File: src/rtl/wb_dbg_pkg.sv
// wb_dbg_pkg: shared response sub-type codes, ASCII constants, encoder state type and byte helpers
//   RSP_*     : sub-type codes carried in response word bits [33:32]
//   SPC_*     : special-response codes carried in payload bits [31:29]
//   ASCII_*   : prefix characters and the message terminator
//   nib2hex   : nibble -> lowercase ASCII hex digit
//   rsp_prefix: sub-type/special code -> prefix character
//   has_hex   : sub-types whose payload is printed as eight hex digits
package wb_dbg_pkg;
   localparam int RSP_W = 34;
   localparam logic [1:0] RSP_SUB_DATA    = 2'b00;
   localparam logic [1:0] RSP_SUB_ACK     = 2'b01;
   localparam logic [1:0] RSP_SUB_ADDR    = 2'b10;
   localparam logic [1:0] RSP_SUB_SPECIAL = 2'b11;
   localparam logic [2:0] SPC_RESET  = 3'h0;
   localparam logic [2:0] SPC_BUSERR = 3'h1;
   localparam logic [7:0] ASCII_R  = 8'h52;
   localparam logic [7:0] ASCII_K  = 8'h4B;
   localparam logic [7:0] ASCII_A  = 8'h41;
   localparam logic [7:0] ASCII_Z  = 8'h5A;
   localparam logic [7:0] ASCII_E  = 8'h45;
   localparam logic [7:0] ASCII_S  = 8'h53;
   localparam logic [7:0] ASCII_NL = 8'h0A;
   typedef enum logic [1:0] {ST_IDLE, ST_PREFIX, ST_HEX, ST_NEWLINE} enc_state_t;
   function automatic logic [7:0] nib2hex(input logic [3:0] n);
      return (n < 4'd10) ? 8'h30 + {4'h0, n} : 8'h57 + {4'h0, n};
   endfunction
   function automatic logic [7:0] rsp_prefix(input logic [1:0] sub, input logic [2:0] code);
      return (sub == RSP_SUB_DATA) ? ASCII_R :
             (sub == RSP_SUB_ACK)  ? ASCII_K :
             (sub == RSP_SUB_ADDR) ? ASCII_A :
             (code == SPC_RESET)   ? ASCII_Z :
             (code == SPC_BUSERR)  ? ASCII_E : ASCII_S;
   endfunction
   function automatic logic has_hex(input logic [1:0] sub);
      return (sub == RSP_SUB_DATA) || (sub == RSP_SUB_ADDR);
   endfunction
endpackage

File: src/rtl/rsp_fifo.sv
// rsp_fifo: synchronous FIFO of 2**LGFIFO response words
//   i_clk, i_reset : clock, synchronous active-high reset (empties the FIFO)
//   i_push, i_data : write a word; caller must not push when full unless also popping
//   i_pop, o_data  : o_data shows the head word; i_pop discards it (never when empty)
//   o_full, o_empty, o_count : occupancy
module rsp_fifo
   import wb_dbg_pkg::*;
#(
   parameter int LGFIFO = 4
) (
   input  logic              i_clk,
   input  logic              i_reset,
   input  logic              i_push,
   input  logic [RSP_W-1:0]  i_data,
   input  logic              i_pop,
   output logic [RSP_W-1:0]  o_data,
   output logic              o_full,
   output logic              o_empty,
   output logic [LGFIFO:0]   o_count
);
   localparam int DEPTH = 1 << LGFIFO;
   logic [RSP_W-1:0]  r_mem [DEPTH];
   logic [LGFIFO-1:0] r_wr;
   logic [LGFIFO-1:0] r_rd;
   logic [LGFIFO:0]   r_count;
   // Storage carries no reset so it can map onto RAM.
   always_ff @(posedge i_clk)
      if (i_push) r_mem[r_wr] <= i_data;
   always_ff @(posedge i_clk)
      if (i_reset) begin
         r_wr    <= '0;
         r_rd    <= '0;
         r_count <= '0;
      end else begin
         if (i_push) r_wr <= r_wr + LGFIFO'(1);
         if (i_pop) r_rd <= r_rd + LGFIFO'(1);
         r_count <= r_count + {LGFIFO'(0), i_push} - {LGFIFO'(0), i_pop};
      end
   assign o_data  = r_mem[r_rd];
   assign o_full  = r_count == (LGFIFO + 1)'(DEPTH);
   assign o_empty = r_count == '0;
   assign o_count = r_count;
endmodule

File: src/rtl/wb_rsp_encoder.sv
// wb_rsp_encoder: buffers 34-bit bus-master responses and serializes each as printable ASCII toward a UART
//   i_clk, i_reset          : clock, synchronous active-high reset
//   i_rsp_stb, i_rsp_word   : single-cycle response word, no backpressure
//   o_tx_stb, o_tx_data     : registered byte toward UART TX, held while i_tx_busy
//   i_tx_busy               : UART not ready; a byte moves when o_tx_stb && !i_tx_busy
//   o_busy                  : FIFO non-empty or a message in flight
//   o_overflow              : sticky, a response was dropped on a full FIFO
module wb_rsp_encoder
   import wb_dbg_pkg::*;
#(
   parameter int LGFIFO = 4
) (
   input  logic              i_clk,
   input  logic              i_reset,
   input  logic              i_rsp_stb,
   input  logic [RSP_W-1:0]  i_rsp_word,
   output logic              o_tx_stb,
   output logic [7:0]        o_tx_data,
   input  logic              i_tx_busy,
   output logic              o_busy,
   output logic              o_overflow
);
   enc_state_t       r_state;
   logic [RSP_W-1:0] r_msg;
   logic [2:0]       r_cnt;
   logic [RSP_W-1:0] w_fifo_data;
   logic [LGFIFO:0]  w_count;
   logic [LGFIFO:0]  w_count_next;
   logic [2:0]       w_cnt_dec;
   logic             w_full;
   logic             w_empty;
   logic             w_pop;
   logic             w_push;
   logic             w_xfer;
   logic             w_next_active;
   assign w_pop  = (r_state == ST_IDLE) && !w_empty;
   // A full FIFO still accepts a word when the head leaves on the same edge.
   assign w_push = i_rsp_stb && (!w_full || w_pop);
   assign w_xfer = o_tx_stb && !i_tx_busy;
   assign w_cnt_dec = r_cnt - 3'd1;
   // o_busy tracks the post-edge state so it rises with the push and falls with the final newline.
   assign w_count_next  = w_count + {LGFIFO'(0), w_push} - {LGFIFO'(0), w_pop};
   assign w_next_active = (r_state == ST_IDLE) ? w_pop : !((r_state == ST_NEWLINE) && w_xfer);
   rsp_fifo #(.LGFIFO(LGFIFO)) u_fifo (
      .i_clk   (i_clk),
      .i_reset (i_reset),
      .i_push  (w_push),
      .i_data  (i_rsp_word),
      .i_pop   (w_pop),
      .o_data  (w_fifo_data),
      .o_full  (w_full),
      .o_empty (w_empty),
      .o_count (w_count)
   );
   always_ff @(posedge i_clk)
      if (i_reset) begin
         r_state    <= ST_IDLE;
         r_msg      <= '0;
         r_cnt      <= '0;
         o_tx_stb   <= 1'b0;
         o_tx_data  <= 8'h00;
         o_busy     <= 1'b0;
         o_overflow <= 1'b0;
      end else begin
         o_busy <= (w_count_next != '0) || w_next_active;
         if (i_rsp_stb && w_full && !w_pop) o_overflow <= 1'b1;
         case (r_state)
            ST_IDLE: begin
               o_tx_stb <= 1'b0;
               if (w_pop) begin
                  r_msg   <= w_fifo_data;
                  r_state <= ST_PREFIX;
               end
            end
            // First cycle in PREFIX loads the prefix byte; the transfer advances afterwards.
            ST_PREFIX:
               if (!o_tx_stb) begin
                  o_tx_stb  <= 1'b1;
                  o_tx_data <= rsp_prefix(r_msg[33:32], r_msg[31:29]);
               end else if (w_xfer) begin
                  if (has_hex(r_msg[33:32])) begin
                     r_state   <= ST_HEX;
                     r_cnt     <= 3'd7;
                     o_tx_data <= nib2hex(r_msg[31:28]);
                  end else begin
                     r_state   <= ST_NEWLINE;
                     o_tx_data <= ASCII_NL;
                  end
               end
            ST_HEX:
               if (w_xfer) begin
                  if (r_cnt == 3'd0) begin
                     r_state   <= ST_NEWLINE;
                     o_tx_data <= ASCII_NL;
                  end else begin
                     r_cnt     <= w_cnt_dec;
                     o_tx_data <= nib2hex(r_msg[{w_cnt_dec, 2'b00} +: 4]);
                  end
               end
            ST_NEWLINE:
               if (w_xfer) begin
                  r_state  <= ST_IDLE;
                  o_tx_stb <= 1'b0;
               end
            default: r_state <= ST_IDLE;
         endcase
      end
endmodule

File: config.mk
export PLATFORM = sky130hd
export DESIGN_NAME = wb_rsp_encoder
export DESIGN_NICKNAME = d
export VERILOG_FILES = /design/src/rtl/wb_dbg_pkg.sv /design/src/rtl/rsp_fifo.sv /design/src/rtl/wb_rsp_encoder.sv
export SDC_FILE = /design/constraint.sdc
export NUM_CORES = 1
export LEC_CHECK = 0
export ABC_CLOCK_PERIOD_IN_PS = 3300
export BUFFER_PORTS_ARGS = -buffer_cell sky130_fd_sc_hd__clkbuf_2
export CAP_MARGIN = 25
export CORE_ASPECT_RATIO = 0.75
export CORE_MARGIN = 2
export CORE_UTILIZATION = 45
export CTS_BUF_LIST = sky130_fd_sc_hd__clkbuf_8
export DETAILED_ROUTE_END_ITERATION = 8
export GPL_TIMING_DRIVEN = 1
export PLACE_DENSITY = 0.62
export SLEW_MARGIN = 20
export SYNTH_ARGS = -nofsm -noshare
export SYNTH_HDL_FRONTEND = slang
export SYNTH_HIERARCHICAL = 1
export SYNTH_SLANG_ARGS = --single-unit
File: constraint.sdc
create_clock -name i_clk -period 3.3 [get_ports i_clk]
set_input_delay 0.66 -clock i_clk [delete_from_list [all_inputs] [get_ports i_clk]]
set_output_delay 0.66 -clock i_clk [all_outputs]
set_load 0.03 [all_outputs]
After elaboration in Yosys (flattened, before gate mapping)

Memory sizes are Yosys's and may differ from the RTL's. A register that Yosys moved wholly into a read port is not among the register bits.
Cells that the tools add are included.

Shift operators: 1
Reductions and logical operators: 27
Order comparisons: 2
Equal/unequal tests: 16
Add/sub/neg operators: 9
Mux-type cells: 32

Operators by type and width:

| kind                                        | count |
|---|---|
| 2-to-1 mux 8 bit                            | 7 |
| variable part select 34 x 6 -> 4 bit        | 1 |
| 2-to-1 mux 5 bit                            | 5 |
| adder 7 x 4 -> 8 bit, first input constant  | 2 |
| case mux 8 bit (2 select lines)             | 1 |
| 2-to-1 mux 3 bit                            | 5 |
| adder 6 x 4 -> 7 bit, first input constant  | 2 |
| != test 2 bit, second input constant        | 7 |
| 2-to-1 mux 2 bit                            | 6 |
| AND reduction 6 bit                         | 2 |
| adder 4 x 1 -> 4 bit, second input constant | 2 |
| < comparator 4 bit, second input constant   | 2 |
| case mux 2 bit (4 select lines)             | 1 |
| equality test 2 bit, second input constant  | 3 |
| logical AND 1 bit                           | 6 |
| zero test 3 bit                             | 2 |
| case mux 3 bit (2 select lines)             | 1 |
| adder 5 x 1 -> 5 bit                        | 1 |
| equality test 5 bit, second input constant  | 1 |
| zero test 1 bit                             | 5 |
| zero test 5 bit                             | 1 |
| 2-to-1 mux 1 bit                            | 5 |
| nonzero test 5 bit                          | 1 |
| subtractor 5 x 1 -> 5 bit                   | 1 |
| 12 further kinds                            | 17 |

Bits in writable memories: 544
Word-level logic and storage cells: 97
Memories kept: 1
Output and inout port bits: 11
Register bits after elaboration: 29

Memory list:

| name         | words | bits a word | rd ports | clocked after Yosys merged registers in | write ports | line           | RTL |
|---|---|---|---|---|---|---|---|
| u_fifo.r_mem | 16    | 34          | 1        | 1                                       | 1           | rsp_fifo.sv:22 | `logic [RSP_W-1:0] r_mem [DEPTH];` |

Depth between registers and ports, before layout

Gate-level depths: netlist of the first run.

Depth in word-level cells: 9
Depth in mapped cells: 16
Mapped depth without buffers: 14

Modules after synthesis

The synthesis of the first run kept the hierarchy.

Modules (own cells, without submodules):

| module         | sequential area each (sq um) | cells an instance | area an instance (sq um) | times used |
|---|---|---|---|---|
| rsp_fifo       | 16676.0                      | 930               | 21190.3                  | 1 |
| wb_rsp_encoder | 980.9                        | 329               | 2705.1                   | 1 |

Worst setup path before layout of the first run

OpenSTA, ideal clock, no wires.

Path kind: register to register
Start point: register u_fifo.r_count[3], in the netlist u_fifo/o_count[3]
End point: register o_busy
Path buffers: 2
Period minus slack after synthesis: 3451 ps
Stages on the path, launching flop included: 16
Arrival time: 3318 ps
Data required time: 3167 ps
Slack: -151 ps
Setup time: 133 ps
Cell sequence: dfxtp_1 -> inv_1 -> ha_1 -> nor4b_1 -> nand2b_1 -> clkbuf_1 -> clkinv_1 -> clkbuf_1 -> ha_1 -> inv_1 -> ha_1 -> fa_1 -> a21o_1 -> a21oi_1 -> xnor2_1 -> a31oi_1

Cells in the longest elaborated chain, start to end: 9

RTL lines:

| item                      | line                 | RTL |
|---|---|---|
| start: declaration        | rsp_fifo.sv:25       | `logic [LGFIFO:0] r_count;` |
| start signal: assignment  | rsp_fifo.sv:37       | `r_count <= r_count + {LGFIFO'(0), i_push} - {LGFIFO'(0), i_pop};` |
| zero test 5 bit *         | rsp_fifo.sv:41       | `assign o_empty = r_count == '0;` |
| via w_empty               | wb_rsp_encoder.sv:31 | `logic w_empty;` |
| zero test 1 bit *         | wb_rsp_encoder.sv:36 | `assign w_pop = (r_state == ST_IDLE) && !w_empty;` |
| logical AND 1 bit *       | wb_rsp_encoder.sv:36 |  |
| via w_pop                 | wb_rsp_encoder.sv:32 | `logic w_pop;` |
| logical OR 1 bit          | wb_rsp_encoder.sv:38 | `assign w_push = i_rsp_stb && (!w_full \|\| w_pop);` |
| logical AND 1 bit         | wb_rsp_encoder.sv:38 |  |
| adder 5 x 1 -> 5 bit      | wb_rsp_encoder.sv:42 | `assign w_count_next = w_count + {LGFIFO'(0), w_push} - {LGFIFO'(0), w_pop};` |
| subtractor 5 x 1 -> 5 bit | wb_rsp_encoder.sv:42 |  |
| nonzero test 5 bit        | wb_rsp_encoder.sv:65 | `o_busy <= (w_count_next != '0) \|\| w_next_active;` |
| logical OR 1 bit *        | wb_rsp_encoder.sv:65 |  |
| end signal: assignment    | wb_rsp_encoder.sv:65 |  |
| end: declaration          | wb_rsp_encoder.sv:20 | `output logic o_busy,` |

The timed path passes the listed nets; every way through them passes the cells marked *.
A chain may end at the register's enable or synchronous reset.

Worst setup path in the final report of the first run

Start point: register u_fifo.r_count[3], in the netlist u_fifo/o_count[3]
End point: register u_fifo.r_count[4], in the netlist u_fifo/o_count[4]

Cells in the longest elaborated chain, start to end: 7

RTL lines:

| item                        | line |
|---|---|
| zero test 5 bit *           | rsp_fifo.sv:41 |
| via w_empty                 | wb_rsp_encoder.sv:31 |
| zero test 1 bit *           | wb_rsp_encoder.sv:36 |
| logical AND 1 bit *         | wb_rsp_encoder.sv:36 |
| logical OR 1 bit            | wb_rsp_encoder.sv:38 |
| logical AND 1 bit           | wb_rsp_encoder.sv:38 |
| adder 5 x 1 -> 5 bit        | rsp_fifo.sv:37 |
| subtractor 5 x 1 -> 5 bit * | rsp_fifo.sv:37 |

Marks and branches as above.

==> results.cfg, run 1 <==
[outcome]
status = complete, no violations

[route]
drcViolationCount = 0
drt-wirelength-per-cell_um = 24.67
drt_first_iter_violations = 1124
routed_wl_um = 53400
avgViaCountPerCell = 5.679
firstDrtPassIters = 5
dr_total_vias = 12295
postRouteAntennaNets = 0

[clock_tree]
htreeDepth = 3
path_clk_slew_ns = 0.06
numCtsBuffers = 90
ctsLongestPathBuffers = 3
worstSkewPairLatency_ns = 0.68
post_cts_buffers = 0
clock-root-buffer = clkbuf_8
cts_tree = yes
clock-sinks = 610

[sta]
fin_skew_ns = 0.03259
grt_setup_unrepaired = false
clock.fmax_mhz = 332.9
maxSlewHeadroom = 0.5661
tightest_slew_ns = 0.6440
drv_slew = 0
finalSetupTns_ns = 0
hold_viol_final = 0
period_needed_ns = 3.004
post-route-period-util = 0.9104
finalSetupViolCount = 0

[power]
leakagePower_uw = 0.008916
comb_power_share = 0.263
p_int_uw = 14460
p_clk_frac = 0.282
power_switching_uw = 6220
irDropWorstVdd_uv = 357.0
seq_power_share = 0.454
power.density_nw_per_um2 = 761.3
switching_share = 0.3007

[setup_path]
crit_required_ns = 3.84
cp_slowest_cell = fa_1
cpPeakStageDelay_ns = 0.40
worstSetupPathType = reg -> reg
critPathMaxFanout = 19
start_kind = register
path_buf_inv = 5
crit_chain = inv_1, ha_1, nor4b_4, nand2b_1, clkinv_1, buf_4, ha_1, inv_1, ha_1, inv_1, fa_1, nor2b_1, o21bai_1, a21oi_1, nor3b_1
arrival_ns = 3.54
r2r_start = u_fifo/o_count[3]
endpoint_kind = register
startpoint = u_fifo/o_count[3]
crit_family = adder cells

[synthesis]
syn_nets = 1325
synthCells = 1259
synth-async-reset-ratio = 0
synth_top_area_frac = 0.6836
synth_seq_area_share = 0.7389
synthTopCellsByArea = edfxtp_1, mux4_2, dfxtp_1, a22oi_1, nand2_1
yosysTopAreaCell = edfxtp_1
ys_ff_latch = 610
synth_warnings = 6
synth-main-ff-cell = edfxtp_1
synth_edf_count = 544
netlist_area_um2 = 23900
yosysUniqueCellTypes = 56
syn_avg_cell_area_um2 = 18.98

[global_routing]
antenna_found_initial = 1
grt_usage = 0.1963
grt_start_max_net_pins = 61
grt_pass1_wl_um = 79180
grt_pass1_vias = 12402
grt.overflow.total = 0

[placement]
placed_area_um2 = 25450
hpwl_um = 32000
portBuffers = 47
place_congestion = 0.7832

[floorplanning]
dieArea_um2 = 54980
start_util = 0.4534
rows = 73
die_x_um = 270.1
die_h_um = 203.6
io_pins = 49
design.core.area_um2 = 52700

[flow_run]
maxCapViolations = 0

[hold_path]
min_from = i_rsp_stb
hold_path_class = in -> reg

[final_layout]
n_fill_cell = 4248
nNetsFinal = 1450
area_delta_synth_final_pct = 13.70
stdcell_area_um2 = 27170
drive_above_1_share = 0.2658
-- layout make-up --
class | count | area, um2 | area share
Antenna cell | 1 | 2.502 | 0.00009211
Clock buffer | 96 | 1321 | 0.04863
Clock inverter | 64 | 384.1 | 0.01414
Inverter | 29 | 108.9 | 0.004007
Multi-Input combinational cell | 553 | 5851 | 0.2153
Sequential cell | 610 | 17660 | 0.6502
Tap cell | 712 | 890.9 | 0.03279
Timing Repair Buffer | 100 | 945.9 | 0.03482
-- per-stage QoR --
stage | utilization | worst slack, ns | std cells | hold slack, ns | total power, uW
CTS | 0.5153 | 0.2140 | 2164 | 0.2028 | 20860
detailed placement | 0.4829 | 0.2330 | 2004 | 0.4497 | 15010
finish | 0.5155 | 0.2957 | 2165 | 0.2563 | 20680
global placement | 0.4829 | 0.3147 | 2004 | 0.4453 | 14910
global route | 0.5155 | 0.03096 | 2165 | 0.2565 | 21730
floorplan | - | 0.03336 | 1259 | 0.4315 | 13360
-- placed cells by master (no fill, tap or decap), types with 5 or more instances in the layout --
cell type / n
a22oi_1: 69
inv_1: 57
nand2_1: 115
clkbuf_8: 96
clkinv_2: 13
buf_12: 25
mux4_2: 139
mux2i_1: 16
xnor2_1: 5
buf_4: 28
nor2_1: 21
a21oi_1: 49
clkbuf_2: 47
nor3b_1: 5
edfxtp_1: 544
ha_1: 26
xor2_1: 9
and2_2: 17
o21ai_0: 12
dfxtp_1: 64
nor2b_1: 6
clkinv_1: 14
a21o_1: 5
-- flip-flops by register name (all words and copies together) (netlist names), named ones only --
name	cells
o_tx_data	7
r_cnt	3
u_fifo/r_wr	4
u_fifo/o_count	5
u_fifo/r_rd	4
o_overflow	1
o_busy	1
r_state	2
u_fifo/r_mem	544
r_msg	34
o_tx_stb	1
-- power by group through the flow --
stage	Combinational, uW	Sequential (uW)	Clock (uW)
2_1_floorplan	4010	9350	0
3_3_place_gp	5380	9530	0
3_5_place_dp	5450	9550	0
4_1_cts	5480	9390	5980
5_1_grt	5980	9450	6300
6_report	5450	9400	5830
-- layer usage --
| metal | GRT usage | wire length (um) | part of all wire | vias to the layer above |
|---|---|---|---|---|
| li1 | - | - | - | 5326 |
| met1 | 0.2913 | 24680 | 0.46 | 6456 |
| met2 | 0.2903 | 23860 | 0.45 | 427 |
| met3 | 0.04910 | 3822 | 0.072 | 86 |
| met4 | 0.05437 | 1039 | 0.019 | 0 |
| met5 | 0 | 0 | 0 | - |
-- cells in the mapped netlist, types with 3 or more instances --
library cell  instances
a21o_1                5
nor2b_1               8
xnor2_1               5
mux2i_1              16
a22oi_1              69
ha_1                 26
buf_6                 6
edfxtp_1            544
a221oi_1              4
nand2b_1              3
a21oi_1              49
a311oi_1              4
and2_1               19
buf_2                14
nor2_1               22
o21ai_0              12
or3_1                 3
mux4_2              139
xor2_1                9
inv_1                27
clkbuf_1             41
nor3b_1               5
dfxtp_1              66
nand2_1             115
buf_1                 3
-- worst min-delay path, cell delays in order --
cell      delay, ns
clkbuf_2       0.09
a31oi_1        0.08
nor2_1         0.07
-- path summary, 6_finish.rpt --
check / slack, ns / cells past startpoint / end
worst max-delay path: 0.30 / 15 / u_fifo/o_count[4]
worst min-delay path: 0.26 / 3 / o_overflow
worst max register to register: 0.30 / 15 / u_fifo/o_count[4]
worst min register to register: 0.45 / 2 / o_tx_data[3]
-- repair_timing --
action | in CTS | in global routing
hold buffers | 0 | 0
setup endpoints to repair | 0 | 1
gates resized for setup | 0 | 1
-- cells by family after synthesis --
logic type | Yosys count | synth area share
flip-flops | 610 | 0.7389
multiplexers | 157 | 0.1399
AO/OA/AOI/OAI | 159 | 0.04430
adder cells (fa/ha/maj) | 28 | 0.01529
other | 1 | 0.0001569
AND/OR/NAND/NOR | 194 | 0.03760
XOR/XNOR | 14 | 0.005132
buffers and inverters | 96 | 0.01869
Note: power is estimated with default switching activity, not from simulation.
==> run 2, diff against run 1 <==
--- a/config.mk
+++ b/config.mk
@@ -14,7 +14,8 @@
 export CTS_BUF_LIST = sky130_fd_sc_hd__clkbuf_8
 export DETAILED_ROUTE_END_ITERATION = 8
 export GPL_TIMING_DRIVEN = 1
-export PLACE_DENSITY = 0.62
+export PLACE_DENSITY = 0.68
+export SKIP_LAST_GASP = 1
 export SLEW_MARGIN = 20
 export SYNTH_ARGS = -nofsm -noshare
 export SYNTH_HDL_FRONTEND = slang
==> results.cfg, run 2 (synthesized netlist as in run 1, its figures left out) <==
[final_layout]
final_cell_mix = edfxtp_1, mux4_2, nand2_1
largest_reg_flops = 544
n_fill_cell = 4209
area_delta_synth_final_pct = 13.63
stdcell_area_um2 = 27150
reg.largest.list = u_fifo/r_mem (544), r_msg (34), o_tx_data (7)
nNetsFinal = 1454
final_common_cell = edfxtp_1
regArea_um2 = 17660
multiInputGateArea_um2 = 5858
drive_above_1_share = 0.2628
regMostFlops = u_fifo/r_mem

[setup_path]
critPathMaxFanout = 20
crit_required_ns = 3.82
start_kind = register
ff2ff_setup_slack_ns = 0.30
r2r_start = u_fifo/o_count[3]
reg2reg_to = u_fifo/o_count[4]
arrival_ns = 3.53
endpoint_kind = register
worstSetupPathType = reg -> reg
startpoint = u_fifo/o_count[3]
crit_end = u_fifo/o_count[4]
reg2regPathDepth = 15

[clock_tree]
hold_buffers = 0
clock-root-buffer = clkbuf_8
clock-sinks = 610
cts_tree = yes
worstSkewPairLatency_ns = 0.67
post_cts_buffers = 0
htreeDepth = 3
numCtsBuffers = 91
ctsLongestPathBuffers = 3
cts_resized = 0
path_clk_slew_ns = 0.06

[sta]
finalSetupViolCount = 0
fin_skew_ns = 0.02432
post-route-period-util = 0.9103
drv_slew = 0
period_needed_ns = 3.004
maxSlewHeadroom = 0.5095
hold_viol_final = 0
grt_setup_unrepaired = false
tightest_slew_ns = 0.7358
hold_ws_ns = 0.3074
clock.fmax_mhz = 332.9
finalSetupTns_ns = 0

[power]
irDropWorstVdd_uv = 372.3
comb_power_share = 0.263
power.density_nw_per_um2 = 754.8
seq_power_share = 0.460
finalPower_uw = 20490
p_clk_frac = 0.277
p_int_uw = 14300
power_switching_uw = 6190
switching_share = 0.3020
leakagePower_uw = 0.008915

[route]
drcViolationCount = 0
avgViaCountPerCell = 5.656
routed_wl_um = 51300
dr_total_vias = 12324
postRouteAntennaNets = 0
firstDrtPassIters = 6
drt_first_iter_violations = 1295
drt-wirelength-per-cell_um = 23.54

[floorplanning]
io_pins = 49
die_x_um = 270.1
rows = 73
die_h_um = 203.6
design.core.area_um2 = 52700
dieArea_um2 = 54980
start_util = 0.4534

[outcome]
status = complete, no violations

[placement]
placed_area_um2 = 25450
portBuffers = 47
hpwl_um = 31250
place_congestion = 0.7634

[global_routing]
grt_start_max_net_pins = 61
grt_usage = 0.1894
grt.overflow.total = 0
grt_pass1_vias = 12403
grt_pass1_wl_um = 76980
antenna_found_initial = 2

[hold_path]
hold_path_class = in -> reg

[flow_run]
maxCapViolations = 0
[run 2: worst min-delay path by stage]
stage	start	to	slack [ns]	cells past startpoint
floorplan	r_msg[24]	r_msg[24]	0.43	2
global placement	r_msg[23]	r_msg[23]	0.45	2
detailed placement	r_msg[24]	r_msg[24]	0.45	2
CTS	i_rsp_stb	o_overflow	0.25	3
global route	i_rsp_stb	o_overflow	0.28	3
finish	i_rsp_stb	o_overflow	0.31	3
[run 2: layout make-up]
type	count	share of cell area
sequential	610	0.6505
multi-input combinational	553	0.2157
clock buffer	98	0.04967
timing repair buffer	103	0.03474
tap	712	0.03281
clock inverter	72	0.01230
inverter	29	0.004009
antenna	2	0.0001843
[run 2: layer usage]
metal	track usage	wire, um	up-vias
met3	0.04345	3853	77
met5	0	0	-
met1	0.2830	23660	6449
li1	-	-	5351
met2	0.2822	22930	447
met4	0.04980	854	0
[run 2: metrics by stage]
| stage | util | cells | setup WS (ns) |
|---|---|---|---|
| 2_1_floorplan | - | 1259 | 0.03336 |
| 3_3_place_gp | 0.4829 | 2007 | 0.2728 |
| 3_5_place_dp | 0.4829 | 2007 | 0.2329 |
| 4_1_cts | 0.5148 | 2177 | 0.2034 |
| 5_1_grt | 0.5151 | 2177 | 0.02392 |
| 6_report | 0.5152 | 2179 | 0.2961 |
[run 2: power by group through the flow]
stage,registers (uW),logic (uW),clock network [uW]
floorplan,9350,4010,0
global placement,9570,5290,0
detailed placement,9590,5370,0
CTS,9430,5390,5830
global route,9490,5880,6180
finish,9430,5380,5680
[run 2: critical path, cell delays in order (launching register included)]
cell and delay, ns:
dfxtp_1 0.35, inv_1 0.09, ha_1 0.16, nor4b_4 0.26
nand2b_4 0.20, clkinv_1 0.11, buf_4 0.23, ha_1 0.30
inv_1 0.05, ha_1 0.16, inv_1 0.07, fa_1 0.41
nor2b_1 0.17, o21bai_1 0.10, a21oi_1 0.15, nor3b_1 0.06
